<file path="src/rtl/clz_unit.sv">
// Iterative leading-zero / leading-one counter.
// The operand is scanned MSB-first, CHUNK bits per clock. CLO mode stores the
// operand inverted so a single zero-counting datapath serves both modes.
module clz_unit #(
  parameter int WIDTH = 32,
  parameter int CHUNK = 8
) (
  input  logic             CLK,
  input  logic             RST,
  input  logic             START,
  input  logic             MODE,
  input  logic [WIDTH-1:0] DATA_IN,
  output logic             BUSY,
  output logic             DONE,
  output logic [31:0]      RESULT
);

  // One extra bit so that a full-width count (all zero) is representable.
  localparam int CNT_W = $clog2(WIDTH) + 1;
  // Count value at which the shift register's top chunk is the operand's last chunk.
  localparam logic [CNT_W-1:0] LAST_BASE = CNT_W'(WIDTH - CHUNK);

  typedef enum logic [1:0] {
    ST_IDLE = 2'd0,
    ST_SCAN = 2'd1,
    ST_FIN  = 2'd2
  } state_t;

  state_t             state_r;
  logic [WIDTH-1:0]   shift_r;
  logic [CNT_W-1:0]   count_r;
  logic               busy_r;
  logic               done_r;
  logic [31:0]        result_r;

  logic [CHUNK-1:0]   top_chunk_s;
  logic [CNT_W-1:0]   chunk_lz_s;
  logic [CNT_W-1:0]   count_next_s;
  logic               chunk_zero_s;
  logic               last_chunk_s;

  // Leading-zero count of one chunk; an all-zero chunk yields CHUNK.
  function automatic logic [CNT_W-1:0] chunk_lzc(input logic [CHUNK-1:0] c);
    logic [CNT_W-1:0] n;
    logic             hit;
    n   = '0;
    hit = 1'b0;
    for (int i = CHUNK - 1; i >= 0; i--) begin
      if (c[i]) begin
        hit = 1'b1;
      end else if (!hit) begin
        n = n + CNT_W'(1);
      end else begin
        n = n;
      end
    end
    return n;
  endfunction

  // Examine the top chunk of the shift register and form the next count.
  always_comb begin
    top_chunk_s  = shift_r[WIDTH-1 -: CHUNK];
    chunk_lz_s   = chunk_lzc(top_chunk_s);
    count_next_s = count_r + chunk_lz_s;
    chunk_zero_s = (top_chunk_s == '0);
    last_chunk_s = (count_r == LAST_BASE);
  end

  // Control FSM with datapath and registered status/result outputs.
  always_ff @(posedge CLK or posedge RST) begin
    if (RST) begin
      state_r  <= ST_IDLE;
      shift_r  <= '0;
      count_r  <= '0;
      busy_r   <= 1'b0;
      done_r   <= 1'b0;
      result_r <= 32'd0;
    end else begin
      case (state_r)
        ST_IDLE, ST_FIN: begin
          if (START) begin
            shift_r <= MODE ? ~DATA_IN : DATA_IN;
            count_r <= '0;
            state_r <= ST_SCAN;
            busy_r  <= 1'b1;
            done_r  <= 1'b0;
          end else begin
            state_r <= ST_IDLE;
            busy_r  <= 1'b0;
            done_r  <= 1'b0;
          end
        end
        ST_SCAN: begin
          // START is deliberately ignored here: the operand is already captured.
          if (chunk_zero_s && !last_chunk_s) begin
            count_r <= count_next_s;
            shift_r <= shift_r << CHUNK;
            state_r <= ST_SCAN;
            busy_r  <= 1'b1;
            done_r  <= 1'b0;
          end else begin
            count_r  <= count_next_s;
            result_r <= {{(32 - CNT_W){1'b0}}, count_next_s};
            state_r  <= ST_FIN;
            busy_r   <= 1'b0;
            done_r   <= 1'b1;
          end
        end
        default: begin
          state_r <= ST_IDLE;
          busy_r  <= 1'b0;
          done_r  <= 1'b0;
        end
      endcase
    end
  end

  assign BUSY   = busy_r;
  assign DONE   = done_r;
  assign RESULT = result_r;

endmodule
</file>
<file path="config.mk">
export PLATFORM = sky130hd
export DESIGN_NAME = clz_unit
export DESIGN_NICKNAME = d
export VERILOG_FILES = /design/src/rtl/clz_unit.sv
export SDC_FILE = /design/constraint.sdc
export NUM_CORES = 1
export LEC_CHECK = 0
export CORE_ASPECT_RATIO = 1.4
export CORE_MARGIN = 2
export CORE_UTILIZATION = 35
export DETAILED_ROUTE_END_ITERATION = 16
export HOLD_SLACK_MARGIN = 0.06
export PLACE_DENSITY_LB_ADDON = 0.08
export SKIP_CTS_REPAIR_TIMING = 1
export SYNTH_ARGS = -nofsm -noshare
export SYNTH_HDL_FRONTEND = slang
export SYNTH_SLANG_ARGS = --single-unit
</file>
<file path="constraint.sdc">
create_clock -name CLK -period 7.4 [get_ports CLK]
set_input_delay 1.48 -clock CLK [delete_from_list [all_inputs] [get_ports CLK]]
set_output_delay 1.48 -clock CLK [all_outputs]
set_load 0.005 [all_outputs]
</file>
Word level (Yosys, flattened, before mapping)
Index checks and enable logic that the tools add are counted.
- add/subtract/negate cells: 8
- reduce and logical (&&, ||, !) cells: 9
- mux-type cells: 36
- bitwise gates (word level): 2
- eq/ne operators: 5
- operators with widths (operator ; count):
    $mux W32 ; 3
    $mux W6 ; 15
    $pmux W32 S2 ; 1
    $add A6 B1 Y6 const B ; 7
    $not A32 Y32 ; 1
    $mux W1 ; 13
    $pmux W6 S2 ; 1
    $logic_not A8 Y1 ; 1
    $add A6 B6 Y6 ; 1
    $eq A6 B5 Y1 const B ; 1
    $ne A2 B2 Y1 const B ; 2
    $pmux W2 S2 ; 1
    $reduce_and A2 Y1 ; 2
    $reduce_and A3 Y1 ; 1
    $eq A2 B1 Y1 const B ; 1
    $eq A2 B2 Y1 const B ; 1
    $logic_not A2 Y1 ; 1
    $mux W2 ; 1
    $pmux W1 S2 ; 1
    $reduce_bool A2 Y1 ; 1
    $reduce_or A2 Y1 ; 1
    $logic_and A1 B1 Y1 ; 1
    $logic_not A1 Y1 ; 1
    $not A1 Y1 ; 1
- output and inout bits: 34
- bits of input ports: 36
- logic and storage cells: 66
- register bits after elaboration: 48

Longest topological paths before layout
- depth after elaboration: 24
- gate-level depth with buffers: 24
- gate-level depth less buffers: 24

Worst setup path before layout
OpenSTA, ideal clock, no wires.
- kind: register to register
- start: reg shift_r[30]
- end: reg result_r[5] (netlist: RESULT[5])
- path buffers: 0
- data arrival time: 5.218 ns
- path slack: 2.059 ns
- period minus slack after synthesis: 5.341 ns
- library setup time: 0.123 ns
- stages on the path, launching flop included: 25
- cell sequence: dfrtp_1 > nor2_1 > ha_1 > mux2_2 > ha_1 > o31a_1 > ha_1 > mux2_2 > o31a_1 > ha_1 > inv_1 > o21ai_0 > ha_1 > mux2i_1 > o21ai_0 > ha_1 > mux2_2 > ha_1 > a21o_1 > a21oi_1 > o21bai_1 > a21oi_1 > xor2_1 > a211o_1 > nand3_2
- word-level cells in the longest chain between the ends: 20
- RTL lines (item ; RTL line ; source):
    start, declared ; 30 ; logic [WIDTH-1:0] shift_r;
    start signal, assigned ; 82 ; shift_r <= MODE ? ~DATA_IN : DATA_IN;
    start signal, assigned ; 97 ; shift_r <= shift_r << CHUNK;
    $mux W6 ; 49 ; if (c[i]) begin
    $add A6 B1 Y6 ; 52 ; n = n + CNT_W'(1);
    $mux W6 ; 51 ; end else if (!hit) begin
    $mux W6 ; 49 ;
    $add A6 B1 Y6 ; 52 ;
    $mux W6 ; 51 ;
    $mux W6 ; 49 ;
    $add A6 B1 Y6 ; 52 ;
    [... 4 more ...] ; n/a ;
    $mux W6 ; 49 ;
    $add A6 B1 Y6 ; 52 ;
    $mux W6 ; 51 ;
    $mux W6 ; 49 ;
    $add A6 B1 Y6 ; 52 ;
    $mux W6 ; 51 ;
    $mux W6 ; 49 ;
    $add A6 B6 Y6 ; 64 ; count_next_s = count_r + chunk_lz_s;
    end signal, assigned ; 103 ; result_r <= {{(32 - CNT_W){1'b0}}, count_next_s};
    end, declared ; 34 ; logic [31:0] result_r;
Several ways; a longest one is shown, not always the timed one.
A chain may end at the register's enable or synchronous reset.

Final worst setup path
Same ends and word-level chain as after synthesis.

==> metrics.cfg <==
[place]
numPortBuffers=43
gp_congestion=0.766
post_dp_cell_area_um2=3550
hpwl_um=4350

[flow_run]
maxCapViolCount=0

[die]
die_w_um=84.3
start_util_pct=35.6
die_height_um=116
core_um2=8870
num_rows=41
io_pins=70
dieArea_um2=9810

[timing]
report.final.slew_viol_count=0
setup_viol_count_final=0
rsz0062_at_grt=false
setup_tns_ns=0
fmax_mhz=175
fin_skew_ns=0.00725
slew-limit-headroom_pct=34.4
tightest_slew_ns=0.983
hold_viol=0
fin_crit_sh_pct=77.4
period_minus_slack_ns=5.72

[cts]
clkTransAtPathRegs_ns=0.07
cts.sinks=46
clockBufferDepth=2
cts_buffers=5
htree_levels=2
cts_tree=built
root_buffer=clkbuf_16
insertion_delay_ns=0.28

[routing]
drc=0
initialDrtViolationCount=65
vias_per_cell=4.68
finalWirelength_um=6160
vias=2336
ant_nets=0
dr.pass1.iters=4
wire_per_inst_um=12.3

[cells_and_area]
nets=440
final_common_cell=nand2_1
fin_area_um2=3720
layout-drive-gt1-share_pct=6.63
final_cell_mix=nand2_1 (53), dfrtp_1 (46), clkdlybuf4s50_1 (42), xnor2_1 (37), nor2_1 (32)
area_delta_synth_final_pct=17.7
fin_util_pct=41.9
antennaDiodeCount=0

[worst_setup_path]
critPathMaxFanout=5
path_class=register to register
start_kind=register
cp.arrival_ns=5.89
worstSetupEndpointType=register
worst_ep_required_time_ns=7.57

[hold_path]
min_path_type=register to register

[synthesis]
syn_area_per_cell_um2=8.70
netlist_area_um2=3160
synthDominantCellAreaShare_pct=36.4
synth_largest_area_cell=dfrtp_1
synth.distinct_cells=43
synth_seq_cells=46
netlist_instances=363
synth-warning-count=0
ys.flop_type=dfrtp_1
async_reset_ff_share_pct=100
synth_area_leaders=dfrtp_1 (36%), xnor2_1 (10%), nand2_1 (6.3%)
synth-edff-count=0
yosysSeqAreaShare_pct=36.4

[power_and_ir_drop]
ir_worst_vdd_mv=0.107
leakage_nw=1.65
total_power_w=0.00108
pwr_density_cell_nw_per_um2=290

[global_route]
antenna_found_initial=0
grt_pass1_wl_um=10400
overflow=0
grt_max_degree=66
grt.total_usage_pct=13.0
grt_pass1_vias=2171

[run_status]
status=finished clean

sequential cells by signal, summed over array words and instances, names as in the netlist:
| name | cells |
|---|---|
| count_r | 6 |
| state_r | 1 |
| shift_r | 32 |
| RESULT | 6 |
| DONE | 1 |
critical path, stage by stage (launching register included):
cell      delay [ns]
dfrtp_1         0.41
nor2_1          0.26
ha_1            0.31
mux2_2          0.27
ha_1            0.29
o31a_1          0.24
ha_1            0.30
mux2_2          0.27
o31a_1          0.26
ha_1            0.30
inv_1           0.04
o21ai_0         0.16
ha_1            0.26
mux2i_1         0.12
o21ai_0         0.11
ha_1            0.28
mux2_2          0.28
ha_1            0.27
a21o_1          0.18
a21oi_1         0.23
o21bai_1        0.09
a21oi_1         0.17
xor2_1          0.30
a211o_1         0.16
nand3_2         0.06
per-stage QoR:
| step | hold WS [ns] | setup slack (ns) | instances |
|---|---|---|---|
| 3_5_place_dp | 0.468 | 1.69 | 492 |
| 5_1_grt | 0.498 | 1.31 | 499 |
| 3_3_place_gp | 0.462 | 1.77 | 492 |
| 2_1_floorplan | 0.449 | 2.06 | 388 |
| 4_1_cts | 0.483 | 1.66 | 499 |
| 6_report | 0.478 | 1.68 | 499 |
metal layers:
metal  up-vias  wire [µm]  track usage (%)
met1      1074       2940             17.0
met4         0         90             4.52
met3         6        176             2.40
met2        37       2950             21.5
li1       1219          -                -
met5         -          0                0
final timing paths:
| check | start | end | slack, ns | cells after the start |
|---|---|---|---|---|
| max in group asynchronous | RST | shift_r[22] | 5.04 | 2 |
| min | shift_r[4] | shift_r[4] | 0.48 | 2 |
| max | shift_r[30] | RESULT[5] | 1.68 | 24 |
| min reg2reg | shift_r[4] | shift_r[4] | 0.48 | 2 |
| min in group asynchronous | RST | shift_r[1] | 1.75 | 2 |
| max reg2reg | shift_r[30] | RESULT[5] | 1.68 | 24 |
final cells by class:
cell class	count	area (µm²)
Sequential cell	46	1150
Inverter	9	33.8
Fill cell	896	5150
Tap cell	107	134
Timing Repair Buffer	45	440
Clock buffer	6	139
Clock inverter	1	30.0
Multi-Input combinational cell	285	1790
cells in the mapped netlist (2+ instances only):
master	instances
nor2b_1	5
xor2_1	6
or3_4	2
a21oi_1	29
nand2_1	53
nor2_1	32
buf_4	26
o21ai_0	28
nand3_1	2
a22o_1	4
mux2i_1	2
a21o_1	4
nor4_1	2
buf_2	2
mux2_2	5
inv_1	9
nand3_2	2
dfrtp_1	46
ha_1	11
clkbuf_1	14
a211o_1	2
o31a_1	3
o31ai_1	8
xnor2_1	37
buf_1	4
buf_6	2
nand2b_1	6
nand4_1	2
kinds of logic after synthesis:
family / after synthesis / share of synthesized area, %
compound gates: 80 / 14.9
xor+xnor: 45 / 13.1
fa+ha+maj: 13 / 5.31
buf+inv: 57 / 10.4
flops: 46 / 36.4
mux: 7 / 2.42
other cells: 1 / 0.119
simple gates: 114 / 17.3
report_power, final:
group	leakage (nW)	total [W]	switching [W]	internal, W
clock network	0.0829	0.000259	0.0000925	0.000167
registers	0.588	0.000376	0.0000561	0.000320
logic	0.980	0.000444	0.000228	0.000216
total	1.65	0.00108	0.000376	0.000703
Power figures use the tool's default switching activity.
